==> src/rtl/riscv_pkg.sv <==
// Shared encodings for the RV32I-subset multi-cycle controller:
// opcodes, funct3 values, FSM states and datapath select codes.
package riscv_pkg;

  localparam logic [6:0] OP_ADDI   = 7'b0010011;
  localparam logic [6:0] OP_LOAD   = 7'b0000011;
  localparam logic [6:0] OP_STORE  = 7'b0100011;
  localparam logic [6:0] OP_BRANCH = 7'b1100011;
  localparam logic [6:0] OP_JAL    = 7'b1101111;

  localparam logic [2:0] F3_ADDI = 3'b000;
  localparam logic [2:0] F3_LW   = 3'b000;
  localparam logic [2:0] F3_SW   = 3'b010;
  localparam logic [2:0] F3_BEQ  = 3'b000;

  typedef enum logic [2:0] {
    S_IDLE   = 3'd0,
    S_FETCH  = 3'd1,
    S_DECODE = 3'd2,
    S_EXEC   = 3'd3,
    S_MEM    = 3'd4,
    S_WB     = 3'd5,
    S_HALT   = 3'd6
  } state_t;

  localparam logic [3:0] ALU_ADD = 4'b0000;
  localparam logic [3:0] ALU_SUB = 4'b0001;

  localparam logic [1:0] SRC_A_PC     = 2'b00;
  localparam logic [1:0] SRC_A_RS1    = 2'b01;
  localparam logic [1:0] SRC_A_OLD_PC = 2'b10;

  localparam logic [1:0] SRC_B_RS2  = 2'b00;
  localparam logic [1:0] SRC_B_IMM  = 2'b01;
  localparam logic [1:0] SRC_B_FOUR = 2'b10;

  localparam logic [1:0] WB_ALUOUT = 2'b00;
  localparam logic [1:0] WB_MDR    = 2'b01;
  localparam logic [1:0] WB_PC     = 2'b10;

  function automatic logic is_legal(input logic [6:0] opcode, input logic [2:0] funct3);
    logic ok;
    case (opcode)
      OP_ADDI:   ok = (funct3 == F3_ADDI);
      OP_LOAD:   ok = (funct3 == F3_LW);
      OP_STORE:  ok = (funct3 == F3_SW);
      OP_BRANCH: ok = (funct3 == F3_BEQ);
      OP_JAL:    ok = 1'b1;
      default:   ok = 1'b0;
    endcase
    return ok;
  endfunction

endpackage

==> src/rtl/multicycle_controller_if.sv <==
// Unified instruction/data memory handshake: strobes and address select
// from the controller, completion (mem_ready) from the memory.
interface multicycle_controller_if;
  logic mem_read;
  logic mem_write;
  logic mem_addr_sel;
  logic mem_ready;

  modport master (output mem_read, output mem_write, output mem_addr_sel, input mem_ready);
  modport slave  (input mem_read, input mem_write, input mem_addr_sel, output mem_ready);
endinterface

==> src/rtl/multicycle_controller_mem_timeout_counter.sv <==
// Memory wait watchdog: 8-bit counter cleared on entry to an access,
// bumped on every not-ready cycle, expired when it equals MEM_TIMEOUT.
module mem_timeout_counter #(
  parameter int unsigned MEM_TIMEOUT = 15
) (
  input  logic clk,
  input  logic rst_n,
  input  logic clr,
  input  logic inc,
  output logic expired
);

  localparam logic [7:0] LIMIT = 8'(MEM_TIMEOUT);

  logic [7:0] count;

  // Saturate rather than wrap so a stale count can never alias back to LIMIT.
  always_ff @(posedge clk or negedge rst_n) begin
    if (!rst_n) begin
      count <= 8'd0;
    end else if (clr) begin
      count <= 8'd0;
    end else if (inc && (count != 8'hFF)) begin
      count <= count + 8'd1;
    end
  end

  assign expired = (count == LIMIT);

endmodule

==> src/rtl/multicycle_controller.sv <==
// Multi-cycle FETCH/DECODE/EXEC/MEM/WB sequencer for addi, lw, sw, beq, jal.
// Memory accesses wait on mem_ready; a watchdog halts the core on a stuck access.
module multicycle_controller
  import riscv_pkg::*;
#(
  parameter int unsigned MEM_TIMEOUT = 15
) (
  input  logic                            clk,
  input  logic                            rst_n,
  input  logic                            run,
  input  logic [6:0]                      opcode,
  input  logic [2:0]                      funct3,
  input  logic                            alu_zero,
  multicycle_controller_if.master         mem,
  output logic                            ir_write,
  output logic                            pc_write,
  output logic                            pc_src,
  output logic [1:0]                      alu_src_a,
  output logic [1:0]                      alu_src_b,
  output logic [3:0]                      alu_ctrl,
  output logic                            reg_write,
  output logic [1:0]                      wb_sel,
  output logic                            instr_retired,
  output logic                            illegal,
  output logic                            timeout,
  output logic [2:0]                      state
);

  state_t cur_state, nxt_state;
  logic   mem_read_c, mem_write_c, mem_addr_sel_c;
  logic   retire, illegal_set, timeout_set;
  logic   cnt_clr, cnt_inc, cnt_expired;
  logic   illegal_q, timeout_q;

  always_ff @(posedge clk or negedge rst_n) begin
    if (!rst_n) begin
      cur_state <= S_IDLE;
      illegal_q <= 1'b0;
      timeout_q <= 1'b0;
    end else begin
      cur_state <= nxt_state;
      illegal_q <= illegal_q | illegal_set;
      timeout_q <= timeout_q | timeout_set;
    end
  end

  always_comb begin
    nxt_state      = cur_state;
    mem_read_c     = 1'b0;
    mem_write_c    = 1'b0;
    mem_addr_sel_c = 1'b0;
    ir_write       = 1'b0;
    pc_write       = 1'b0;
    pc_src         = 1'b0;
    alu_src_a      = SRC_A_PC;
    alu_src_b      = SRC_B_RS2;
    alu_ctrl       = ALU_ADD;
    reg_write      = 1'b0;
    wb_sel         = WB_ALUOUT;
    retire         = 1'b0;
    illegal_set    = 1'b0;
    timeout_set    = 1'b0;

    case (cur_state)
      S_IDLE: begin
        if (run) nxt_state = S_FETCH;
      end
      S_FETCH: begin
        mem_read_c = 1'b1;
        alu_src_a  = SRC_A_PC;
        alu_src_b  = SRC_B_FOUR;
        if (mem.mem_ready) begin
          ir_write  = 1'b1;
          pc_write  = 1'b1;
          nxt_state = S_DECODE;
        end else if (cnt_expired) begin
          timeout_set = 1'b1;
          nxt_state   = S_HALT;
        end
      end
      S_DECODE: begin
        // Branch/jal target lands in ALUOut while the opcode is checked.
        alu_src_a = SRC_A_OLD_PC;
        alu_src_b = SRC_B_IMM;
        if (is_legal(opcode, funct3)) begin
          nxt_state = S_EXEC;
        end else begin
          illegal_set = 1'b1;
          nxt_state   = S_HALT;
        end
      end
      S_EXEC: begin
        case (opcode)
          OP_ADDI, OP_LOAD, OP_STORE: begin
            alu_src_a = SRC_A_RS1;
            alu_src_b = SRC_B_IMM;
            nxt_state = (opcode == OP_ADDI) ? S_WB : S_MEM;
          end
          OP_BRANCH: begin
            alu_src_a = SRC_A_RS1;
            alu_src_b = SRC_B_RS2;
            alu_ctrl  = ALU_SUB;
            pc_src    = 1'b1;
            pc_write  = alu_zero;
            retire    = 1'b1;
          end
          OP_JAL: begin
            reg_write = 1'b1;
            wb_sel    = WB_PC;
            pc_write  = 1'b1;
            pc_src    = 1'b1;
            retire    = 1'b1;
          end
          default: nxt_state = S_HALT;
        endcase
      end
      S_MEM: begin
        mem_addr_sel_c = 1'b1;
        mem_read_c     = (opcode == OP_LOAD);
        mem_write_c    = (opcode == OP_STORE);
        if (mem.mem_ready) begin
          if (opcode == OP_LOAD) nxt_state = S_WB;
          else                   retire    = 1'b1;
        end else if (cnt_expired) begin
          timeout_set = 1'b1;
          nxt_state   = S_HALT;
        end
      end
      S_WB: begin
        reg_write = 1'b1;
        wb_sel    = (opcode == OP_LOAD) ? WB_MDR : WB_ALUOUT;
        retire    = 1'b1;
      end
      S_HALT: nxt_state = S_HALT;
      default: nxt_state = S_HALT;
    endcase

    if (retire) nxt_state = run ? S_FETCH : S_IDLE;
  end

  assign cnt_clr = ((nxt_state == S_FETCH) || (nxt_state == S_MEM)) && (nxt_state != cur_state);
  assign cnt_inc = ((cur_state == S_FETCH) || (cur_state == S_MEM)) && !mem.mem_ready;

  mem_timeout_counter #(.MEM_TIMEOUT(MEM_TIMEOUT)) u_timeout (
    .clk     (clk),
    .rst_n   (rst_n),
    .clr     (cnt_clr),
    .inc     (cnt_inc),
    .expired (cnt_expired)
  );

  assign mem.mem_read     = mem_read_c;
  assign mem.mem_write    = mem_write_c;
  assign mem.mem_addr_sel = mem_addr_sel_c;
  assign instr_retired    = retire;
  assign illegal          = illegal_q;
  assign timeout          = timeout_q;
  assign state            = cur_state;

endmodule

==> src/flat_wrapper.sv <==
// flat-port wrapper written by rule: the top's interface ports become plain ports
module multicycle_controller_flat import riscv_pkg::*;
#(
  parameter int unsigned MEM_TIMEOUT = 15
)
  (clk, rst_n, run, opcode, funct3, alu_zero, ir_write, pc_write, pc_src, alu_src_a, alu_src_b, alu_ctrl, reg_write, wb_sel, instr_retired, illegal, timeout, state, mem_mem_read, mem_mem_write, mem_mem_addr_sel, mem_mem_ready);
  multicycle_controller_if mem_i ();
  input  logic clk;
  input  logic rst_n;
  input  logic run;
  input  logic [6:0] opcode;
  input  logic [2:0] funct3;
  input  logic alu_zero;
  output logic ir_write;
  output logic pc_write;
  output logic pc_src;
  output logic [1:0] alu_src_a;
  output logic [1:0] alu_src_b;
  output logic [3:0] alu_ctrl;
  output logic reg_write;
  output logic [1:0] wb_sel;
  output logic instr_retired;
  output logic illegal;
  output logic timeout;
  output logic [2:0] state;
  output wire logic [$bits(mem_i.mem_read)-1:0] mem_mem_read;
  output wire logic [$bits(mem_i.mem_write)-1:0] mem_mem_write;
  output wire logic [$bits(mem_i.mem_addr_sel)-1:0] mem_mem_addr_sel;
  input wire logic [$bits(mem_i.mem_ready)-1:0] mem_mem_ready;
  assign mem_mem_read = mem_i.mem_read;
  assign mem_mem_write = mem_i.mem_write;
  assign mem_mem_addr_sel = mem_i.mem_addr_sel;
  assign mem_i.mem_ready = mem_mem_ready;
  multicycle_controller #(.MEM_TIMEOUT(MEM_TIMEOUT)) u_core (.clk(clk), .rst_n(rst_n), .run(run), .opcode(opcode), .funct3(funct3), .alu_zero(alu_zero), .mem(mem_i), .ir_write(ir_write), .pc_write(pc_write), .pc_src(pc_src), .alu_src_a(alu_src_a), .alu_src_b(alu_src_b), .alu_ctrl(alu_ctrl), .reg_write(reg_write), .wb_sel(wb_sel), .instr_retired(instr_retired), .illegal(illegal), .timeout(timeout), .state(state));
endmodule
==> config.mk <==
export PLATFORM = sky130hd
export DESIGN_NAME = multicycle_controller_flat
export DESIGN_NICKNAME = d
export VERILOG_FILES = /design/src/rtl/riscv_pkg.sv /design/src/rtl/multicycle_controller_if.sv /design/src/rtl/multicycle_controller_mem_timeout_counter.sv /design/src/rtl/multicycle_controller.sv /design/src/flat_wrapper.sv
export SDC_FILE = /design/constraint.sdc
export NUM_CORES = 1
export LEC_CHECK = 0
export ABC_CLOCK_PERIOD_IN_PS = 1900
export CAP_MARGIN = 20
export CORE_UTILIZATION = 41
export DETAILED_ROUTE_END_ITERATION = 10
export GPL_ROUTABILITY_DRIVEN = 0
export GPL_TIMING_DRIVEN = 0
export PLACE_DENSITY = 0.76
export SYNTH_ARGS = -nofsm -noshare
export SYNTH_HDL_FRONTEND = slang
export SYNTH_SLANG_ARGS = --single-unit
==> constraint.sdc <==
create_clock -name clk -period 1.9 [get_ports clk]
set_input_delay 0.38 -clock clk [delete_from_list [all_inputs] [get_ports clk]]
set_output_delay 0.38 -clock clk [all_outputs]
set_load 0.05 [all_outputs]
==> results.json, run 1 <==
{
  "seq_area_frac_synth_pct": 29.1,
  "initial_utilization_pct": 44.4,
  "synthArstFlopShare_pct": 100,
  "maxSlewViolCount": 0,
  "dieArea_um2": 2940,
  "p_leak_nw": 0.801,
  "syn_area_um2": 1120,
  "ys.warnings.count": 0,
  "htree_levels": 1,
  "antenna_found_initial": 0,
  "areaGrowthSynthToFinish_pct": 72.2,
  "rsz0062_at_grt": "true",
  "slew_headroom_pct": 61.1,
  "avgSynthCellArea_um2": 8.36,
  "firstDrtPassIters": 4,
  "num_rows": 18,
  "track_usage_pct": 27.0,
  "cts_root_buf": "clkbuf_4",
  "dpl.hpwl_um": 2410,
  "whs_ns": 0.462,
  "coreArea_um2": 2520,
  "fmax_mhz": 463,
  "criticalPathCategory": "flop to flop",
  "yosysUniqueCellTypes": 47,
  "critPathCaptureType": "flop",
  "cts_tree": "yes",
  "drt_wl_total_um": 3630,
  "die_height_um": 54.3,
  "status": "complete, but fails checks",
  "p_per_area_nw_per_um2": 627,
  "regToRegSetupSlack_ns": -0.26,
  "cp-start-kind": "flop",
  "syn_inst": 134,
  "hold_viol_final": 0,
  "finalPower_mw": 1.21,
  "final.setup_skew_ns": 0.00652,
  "final_cell_mix": "21 x buf_4, 13 x nor2_1, 10 x dfrtp_1",
  "num_antenna_cells": 0,
  "synthFlopType": "dfrtp_1",
  "finalWorstSetupSlack_ns": -0.260,
  "viasPerCell": 5.83,
  "drt_iter0_drc": 23,
  "clk_path_buf_depth": 2,
  "layout_commonest_cell": "buf_4",
  "portBuffers": 34,
  "place_ws_ns": -1.24,
  "cp_slowest_stage_delay_ns": 0.42,
  "grt_first_pass_wirelength_um": 5510,
  "cap_violations": 0,
  "grt_pass1_vias": 1185,
  "clkSlewWorstSetupHoldPaths_ns": 0.08,
  "postRouteAntennaNets": 0,
  "cp_data_arrival_time_ns": 2.32,
  "placed_area_um2": 1670,
  "clk_latency_ns": 0.28,
  "synth-edff-count": 0,
  "vias": 1282,
  "ys_ff_latch": 13,
  "final_util_pct": 76.4,
  "crit_path_cell_trace": "buf_8, nand3b_4, o41ai_4, buf_4, a2111oi_4, a221o_1, o21ai_4, nor2_1",
  "fillers": 175,
  "crit_slowest_cell": "dfrtp_2",
  "dieWidth_um": 54.3,
  "violations": "setup timing",
  "ios": 38,
  "worstMarginPinSlew_ns": 0.582,
  "gr-total-overflow": 0,
  "drt-wirelength-per-cell_um": 16.5,
  "finalCriticalPeriod_ns": 2.16,
  "drive_gt1_share_pct": 46.8,
  "vdd_drop_max_mv": 0.634,
  "path_max_fanout": 8,
  "setup-violations-final": 18,
  "min_period_over_period_pct": 114,
  "grt_max_degree": 14,
  "drc": 0,
  "stdcell_area_um2": 1930,
  "required_ns": 2.06,
  "cts_sinks": 13,
  "numCtsBuffers": 3,
  "fin_nets": 207,
  "holdCritPathClass": "input port to asynchronous set/reset pin"
}
## final timing paths
check                                           from                                     to  cells after the start
min in group clk            u_core.illegal$_DFF_PN0_               u_core.illegal$_DFF_PN0_                      1
setup / recovery           u_core.state[2]$_DFF_PN0_  u_core.u_timeout.count[7]$_DFFE_PN0P_                      8
hold / removal                                 rst_n               u_core.timeout$_DFF_PN0_                      1
hold reg to reg             u_core.illegal$_DFF_PN0_               u_core.illegal$_DFF_PN0_                      1
max in group asynchronous                      rst_n              u_core.state[0]$_DFF_PN0_                      1
setup reg to reg           u_core.state[2]$_DFF_PN0_  u_core.u_timeout.count[7]$_DFFE_PN0P_                      8
## critical path: cells and delay by family, from the launching register on
family          cells  cell delay, ns
compound gates      4            1.04
flops               1            0.42
simple gates        2            0.25
buf+inv             2            0.32
## routing by layer
metal | wire [um] | vias to the layer above | track usage (%)
met3 | 205 | 12 | 7.78
met1 | 1420 | 616 | 31.6
met5 | 0 | - | 0
met2 | 1900 | 51 | 45.7
li1 | - | 603 | -
met4 | 95 | 0 | 11.5
## kinds of logic (layout without fill, tap and decap cells)
family | Yosys count | after routing | synth area share [%]
and+or+nand+nor | 66 | 66 | 34.0
DFF | 13 | 13 | 29.1
AOI/OAI and AO/OA | 28 | 28 | 21.5
xor gates and xnor gates | 7 | 7 | 5.47
muxes | 2 | 2 | 1.79
buffers and inverters | 16 | 70 | 6.82
adders and majority gates | 1 | 1 | 1.12
other | 1 | 3 | 0.335
## flip-flops by register name (all words and copies together) (netlist names)
register                flops
u_core.state                3
u_core.timeout              1
u_core.u_timeout.count      8
u_core.illegal              1
## synth_stat cells (all sizes together), types with 2 or more instances
cell    number  area, um^2
a21oi        5        25.0
a41oi        2        25.0
xnor2        6        52.6
o41ai        2        17.5
buf          7        42.5
mux2i        2        20.0
nor4         3        25.0
nand3b       4        42.5
and3         2        12.5
o21bai       2        15.0
or3          2        17.5
nor3         9        45.0
nor2        17        63.8
nand2b       5        31.3
or2          4        25.0
nand3        7        35.0
o21ai        3        26.3
nor2b        3        18.8
nand4        4        25.0
o22ai        2        12.5
nand2        3        11.3
dfrtp       13         325
inv          9        33.8
## stage by stage
step / setup TNS (ns) / instances
floorplan: -3.24 / 136
CTS: -3.14 / 216
global placement: -21.13 / 200
global route: -4.36 / 220
finish: -3.30 / 220
detailed placement: -21.87 / 200
## cell type report
type                    count  area (um^2)  share of cell area (%)
plain buffers               7         71.3                    3.70
clock buffers               4         26.3                    1.36
inverters                   9         41.3                    2.14
multi-input cells         107          961                    49.8
flip-flops and latches     13          329                    17.1
well taps                  30         37.5                    1.95
repair buffers             50          462                    23.9
## timing repair
item	CTS	global route
hold buffers	0	0
setup endpoints to repair	26	23
resized for setup	137	22
pin swaps	11	3
setup buffers	12	4
## report_power, final
group	internal, mW	switching [mW]
Clock	0.0816	0.0907
Combinational	0.290	0.364
Sequential	0.323	0.0594
No activity file was read; power rests on OpenSTA's default activity.
==> run 2, diff against run 1 <==
CORE_MARGIN = 5   (was not set)
SETUP_SLACK_MARGIN = 0.15   (was not set)
==> results.json, run 2 (same netlist as run 1, synthesis figures left out) <==
{
  "status": "complete, but fails checks",
  "violations": "setup timing",
  "finalCriticalPeriod_ns": 2.17,
  "wl_met1_um": 1680,
  "num_antenna_cells": 0,
  "dpl.hpwl_um": 2540,
  "fin_nets": 223,
  "portBuffers": 34,
  "place_ws_ns": -1.26,
  "initial_utilization_pct": 41.7,
  "grt_pass1_vias": 1258,
  "firstDrtPassIters": 4,
  "dr_wl_met3_um": 184,
  "vias": 1343,
  "critPathCaptureType": "output pin",
  "min_period_over_period_pct": 114,
  "switchingPower_uw": 539,
  "cp_slowest_stage_delay_ns": 0.44,
  "setup-violations-final": 18,
  "largest_register": "u_core.u_timeout.count",
  "path_max_fanout": 5,
  "drt_iter0_drc": 80,
  "areaGrowthSynthToFinish_pct": 90.2,
  "p_leak_nw": 0.886,
  "top_layer_used": "met4",
  "dieWidth_um": 62.3,
  "rsz0062_at_grt": "true",
  "p_clk_share_pct": 13.7,
  "reg2regPathDepth": 8,
  "largest_reg_flops": 8,
  "antenna_found_initial": 0,
  "vdd_drop_max_mv": 0.712,
  "final_cell_mix": "31 x buf_4, 20 x buf_6, 13 x nor2_1",
  "slew_headroom_pct": 57.3,
  "grt_first_pass_wirelength_um": 5950,
  "fin_cells": 237,
  "final_util_pct": 79.3,
  "numCtsBuffers": 3,
  "dpl.cell_count": 201,
  "drc": 0,
  "cts_sinks": 13,
  "p_int_uw": 742,
  "coreArea_um2": 2690,
  "cp-start-kind": "flop",
  "sequentialPowerShare_pct": 30.1,
  "cts_root_buf": "clkbuf_4",
  "cts_hold_buf": 0,
  "grt_max_degree": 14,
  "p_per_area_nw_per_um2": 601,
  "viasPerCell": 5.67,
  "drt_wl_total_um": 4010,
  "p_sw_share_pct": 42.1,
  "clk_latency_ns": 0.27,
  "drt-wirelength-per-cell_um": 16.9,
  "dr_wl_met2_um": 2130,
  "drive_gt1_share_pct": 54.4,
  "clkSlewWorstSetupHoldPaths_ns": 0.08,
  "postRouteAntennaNets": 0,
  "maxSlewViolCount": 0,
  "pwr-share-comb_pct": 56.2,
  "hold_viol_final": 0,
  "required_ns": 1.52,
  "crit_slowest_cell": "dfrtp_2",
  "cap_violations": 0,
  "gr-total-overflow": 0,
  "ios": 38,
  "layout_commonest_cell": "buf_4",
  "path_buf_inv": 3,
  "criticalPathCategory": "flop to output pin",
  "cp_data_arrival_time_ns": 1.79,
  "worstMarginPinSlew_ns": 0.632,
  "track_usage_pct": 18.2,
  "holdCritPathClass": "input port to asynchronous set/reset pin",
  "htree_levels": 1,
  "final.setup_skew_ns": 0.00232,
  "critPathTopFamily": "simple AND/OR/NAND/NOR gates",
  "num_rows": 19,
  "stdcell_area_um2": 2130,
  "cp.depth": 6,
  "crit_path_cell_trace": "buf_8, nand3b_4, or2_4, buf_4, a21oi_4, buf_6",
  "fillers": 155,
  "fmax_mhz": 462,
  "die_height_um": 62.3,
  "finalWorstSetupSlack_ns": -0.266,
  "placed_area_um2": 1690,
  "cts_tree": "yes",
  "dieArea_um2": 3880,
  "clk_path_buf_depth": 2
}
==> run 2: cell types whose count changed in the layout (fill, tap and decap cells not counted), sizes merged <==
cell,before,now
dlygate4sd2,1,6
dlymetal6s2s,2,0
clkdlybuf4s50,9,6
clkbuf,7,5
buf,42,60
==> run 2: stage by stage <==
stage	setup TNS, ns	hold slack [ns]	power (mW)
floorplan	-3.16	0.0844	0.749
global placement	-21.02	0.456	0.891
detailed placement	-21.91	0.461	0.906
CTS	-3.16	0.477	1.14
global route	-4.99	0.493	1.35
finish	-3.55	0.473	1.28
==> run 2: area by class of cell <==
class	instances	area, um^2	share of cell area, %
repair buffers	66	609	28.6
inverters	9	41.3	1.94
clock buffers	4	26.3	1.23
flip-flops and latches	13	332	15.6
well taps	31	38.8	1.82
multi-input cells	107	1010	47.5
plain buffers	7	71.3	3.35
==> run 2: routing by layer <==
metal	vias to the layer above	GRT usage, %
li1	635	-
met1	665	23.3
met2	41	31.9
met3	2	4.14
met4	0	1.86
met5	-	0
==> run 2: worst paths after layout <==
kind	startpoint	to	slack, ns
min in group clk	u_core.timeout$_DFF_PN0_	u_core.timeout$_DFF_PN0_	0.47
max in group asynchronous	rst_n	u_core.state[2]$_DFF_PN0_	1.01
worst min-delay path	rst_n	u_core.u_timeout.count[1]$_DFFE_PN0P_	0.47
worst min register to register	u_core.timeout$_DFF_PN0_	u_core.timeout$_DFF_PN0_	0.47
worst max register to register	u_core.state[1]$_DFF_PN0_	u_core.u_timeout.count[4]$_DFFE_PN0P_	-0.24
worst max-delay path	u_core.state[2]$_DFF_PN0_	pc_src	-0.27
==> run 2: power groups by stage <==
| stage | Sequential (mW) | Combinational (mW) | Clock (mW) |
|---|---|---|---|
| 5_1_grt | 0.393 | 0.768 | 0.191 |
| 4_1_cts | 0.383 | 0.576 | 0.178 |
| 6_report | 0.386 | 0.720 | 0.175 |
| 3_3_place_gp | 0.382 | 0.509 | 0 |
| 3_5_place_dp | 0.388 | 0.518 | 0 |
| 2_1_floorplan | 0.407 | 0.343 | 0 |
==> run 2: what timing repair did <==
action                     4_1_cts  5_1_grt
setup endpoints to repair       31       25
pin swaps                       13       14
buffers inserted                19       13
gates resized for setup        152       24
gates cloned                     0        0
==> run 3, diff against run 2 <==
CORE_MARGIN = 4   (was 5)
==> results.json, run 3 (same netlist as run 1, synthesis figures left out) <==
{
  "drt-wirelength-per-cell_um": 18.7,
  "grt_first_pass_wirelength_um": 6020,
  "fillers": 153,
  "largest_register": "u_core.u_timeout.count",
  "r2r-end": "u_core.u_timeout.count[6]$_DFFE_PN0P_",
  "vias": 1364,
  "cap_violations": 0,
  "drt_iter0_drc": 110,
  "status": "complete, but fails checks",
  "portBuffers": 34,
  "gr-total-overflow": 0,
  "criticalPathCategory": "flop to output pin",
  "ios": 38,
  "grt_max_degree": 14,
  "dieWidth_um": 60.3,
  "regToRegSetupSlack_ns": -0.31,
  "cp_data_arrival_time_ns": 1.87,
  "clkSlewWorstSetupHoldPaths_ns": 0.08,
  "areaGrowthSynthToFinish_pct": 80.3,
  "dieArea_um2": 3630,
  "finalWorstSetupSlack_ns": -0.349,
  "antenna_found_initial": 0,
  "finalPower_mw": 1.28,
  "required_ns": 1.52,
  "path_buf_inv": 2,
  "final.setup_skew_ns": 0.00390,
  "cts_sinks": 13,
  "drt_wl_total_um": 4230,
  "layout_commonest_cell": "buf_4",
  "final_cell_mix": "24 x buf_4, 14 x buf_6, 12 x nor2_1",
  "critPathCaptureType": "output pin",
  "crit_slowest_cell": "o41ai_4",
  "slew_headroom_pct": 60.7,
  "clk_path_buf_depth": 2,
  "r2r-start": "u_core.state[2]$_DFF_PN0_",
  "cp_slowest_stage_delay_ns": 0.46,
  "finalCriticalPeriod_ns": 2.25,
  "cts_tree": "yes",
  "drive_gt1_share_pct": 48.5,
  "setup-violations-final": 19,
  "holdCritPathClass": "input port to asynchronous set/reset pin",
  "numCtsBuffers": 3,
  "coreArea_um2": 2540,
  "cts_root_buf": "clkbuf_4",
  "whs_ns": 0.468,
  "postRouteAntennaNets": 0,
  "track_usage_pct": 22.0,
  "fmax_mhz": 445,
  "worstMarginPinSlew_ns": 0.581,
  "firstDrtPassIters": 4,
  "num_rows": 18,
  "rsz0062_at_grt": "true",
  "cp-start-kind": "flop",
  "p_leak_nw": 0.846,
  "viasPerCell": 6.04,
  "dpl.hpwl_um": 2620,
  "grt_pass1_vias": 1295,
  "maxSlewViolCount": 0,
  "drc": 0,
  "cp.depth": 5,
  "clk_latency_ns": 0.28,
  "vdd_drop_max_mv": 0.734,
  "crit_start": "u_core.state[2]$_DFF_PN0_",
  "placed_area_um2": 1690,
  "violations": "setup timing",
  "critPathTopFamily": "compound AO/OA/AOI/OAI gates",
  "multi_input_area_um2": 966,
  "regArea_um2": 329,
  "fin_nets": 213,
  "htree_levels": 1,
  "min_period_over_period_pct": 118,
  "hold_viol_final": 0,
  "path_common_cell": "buf_8",
  "initial_utilization_pct": 44.0,
  "die_height_um": 60.3,
  "p_per_area_nw_per_um2": 636,
  "num_antenna_cells": 0,
  "path_max_fanout": 5,
  "stdcell_area_um2": 2020,
  "crit_path_cell_trace": "buf_8, nand3b_4, o41ai_4, a31o_4, buf_8",
  "reg2regPathDepth": 7,
  "largest_reg_flops": 8
}
-- run 3: cell types whose count changed in the layout (fill, tap and decap cells not counted), moves of 2 or more --
cell	before	now
buf_8	6	10
buf_4	31	24
buf_6	20	14
dfrtp_1	8	10
dfrtp_2	5	3
-- run 3: worst reg2reg max path: stages, from the launching register on --
cell	delay, ns
dfrtp_2	0.45
buf_8	0.14
nand3b_4	0.20
o41ai_4	0.46
a2111oi_4	0.08
a221o_1	0.39
o21ai_4	0.28
a211oi_1	0.10
-- run 3: final cells by class --
cell class                      instances  share of cell area, %
Inverter                                9                   2.04
Clock buffer                            4                   1.30
Tap cell                               30                   1.86
Buffer                                  7                   3.72
Multi-Input combinational cell        107                   47.8
Sequential cell                        13                   16.3
Timing Repair Buffer                   56                   27.0
-- run 3: metal layers --
| metal | global-route usage (%) | share of wire, % | vias up |
|---|---|---|---|
| met5 | 0 | 0 | - |
| met4 | 7.91 | 2.7 | 0 |
| met3 | 4.54 | 7.4 | 19 |
| met2 | 37.3 | 51 | 74 |
| met1 | 27.2 | 39 | 658 |
| li1 | - | - | 613 |
-- run 3: worst max-delay path by stage --
| stage | end | slack (ns) |
|---|---|---|
| 4_1_cts | instr_retired | -0.27 |
| 3_5_place_dp | instr_retired | -1.26 |
| 3_3_place_gp | instr_retired | -1.25 |
| 2_1_floorplan | u_core.u_timeout.count[6]$_DFFE_PN0P_ | -0.36 |
| 6_report | instr_retired | -0.35 |
| 5_1_grt | alu_src_b[0] | -0.40 |
-- run 3: where the power goes --
part           total (mW)  internal (mW)  switching (mW)
Sequential          0.393          0.323          0.0694
Clock               0.171         0.0814          0.0899
Combinational       0.720          0.343           0.377
Total                1.28          0.748           0.536
-- run 3: through the flow --
step / utilization [%] / setup TNS [ns] / setup WS, ns / cells
after global routing: 79.4 / -5.73 / -0.405 / 226
after CTS: 73.8 / -2.94 / -0.269 / 218
after detailed placement: 66.3 / -21.57 / -1.26 / 200
after floorplan: - / -3.16 / -0.358 / 136
final: 79.4 / -4.26 / -0.349 / 226
after global placement: 66.3 / -21.48 / -1.25 / 200
-- run 3: repair_timing --
item | in CTS | in global routing
setup buffers | 14 | 8
hold buffers | 0 | 0
pin swaps | 14 | 3
resized for setup | 157 | 14
endpoints found under the setup margin | 31 | 25
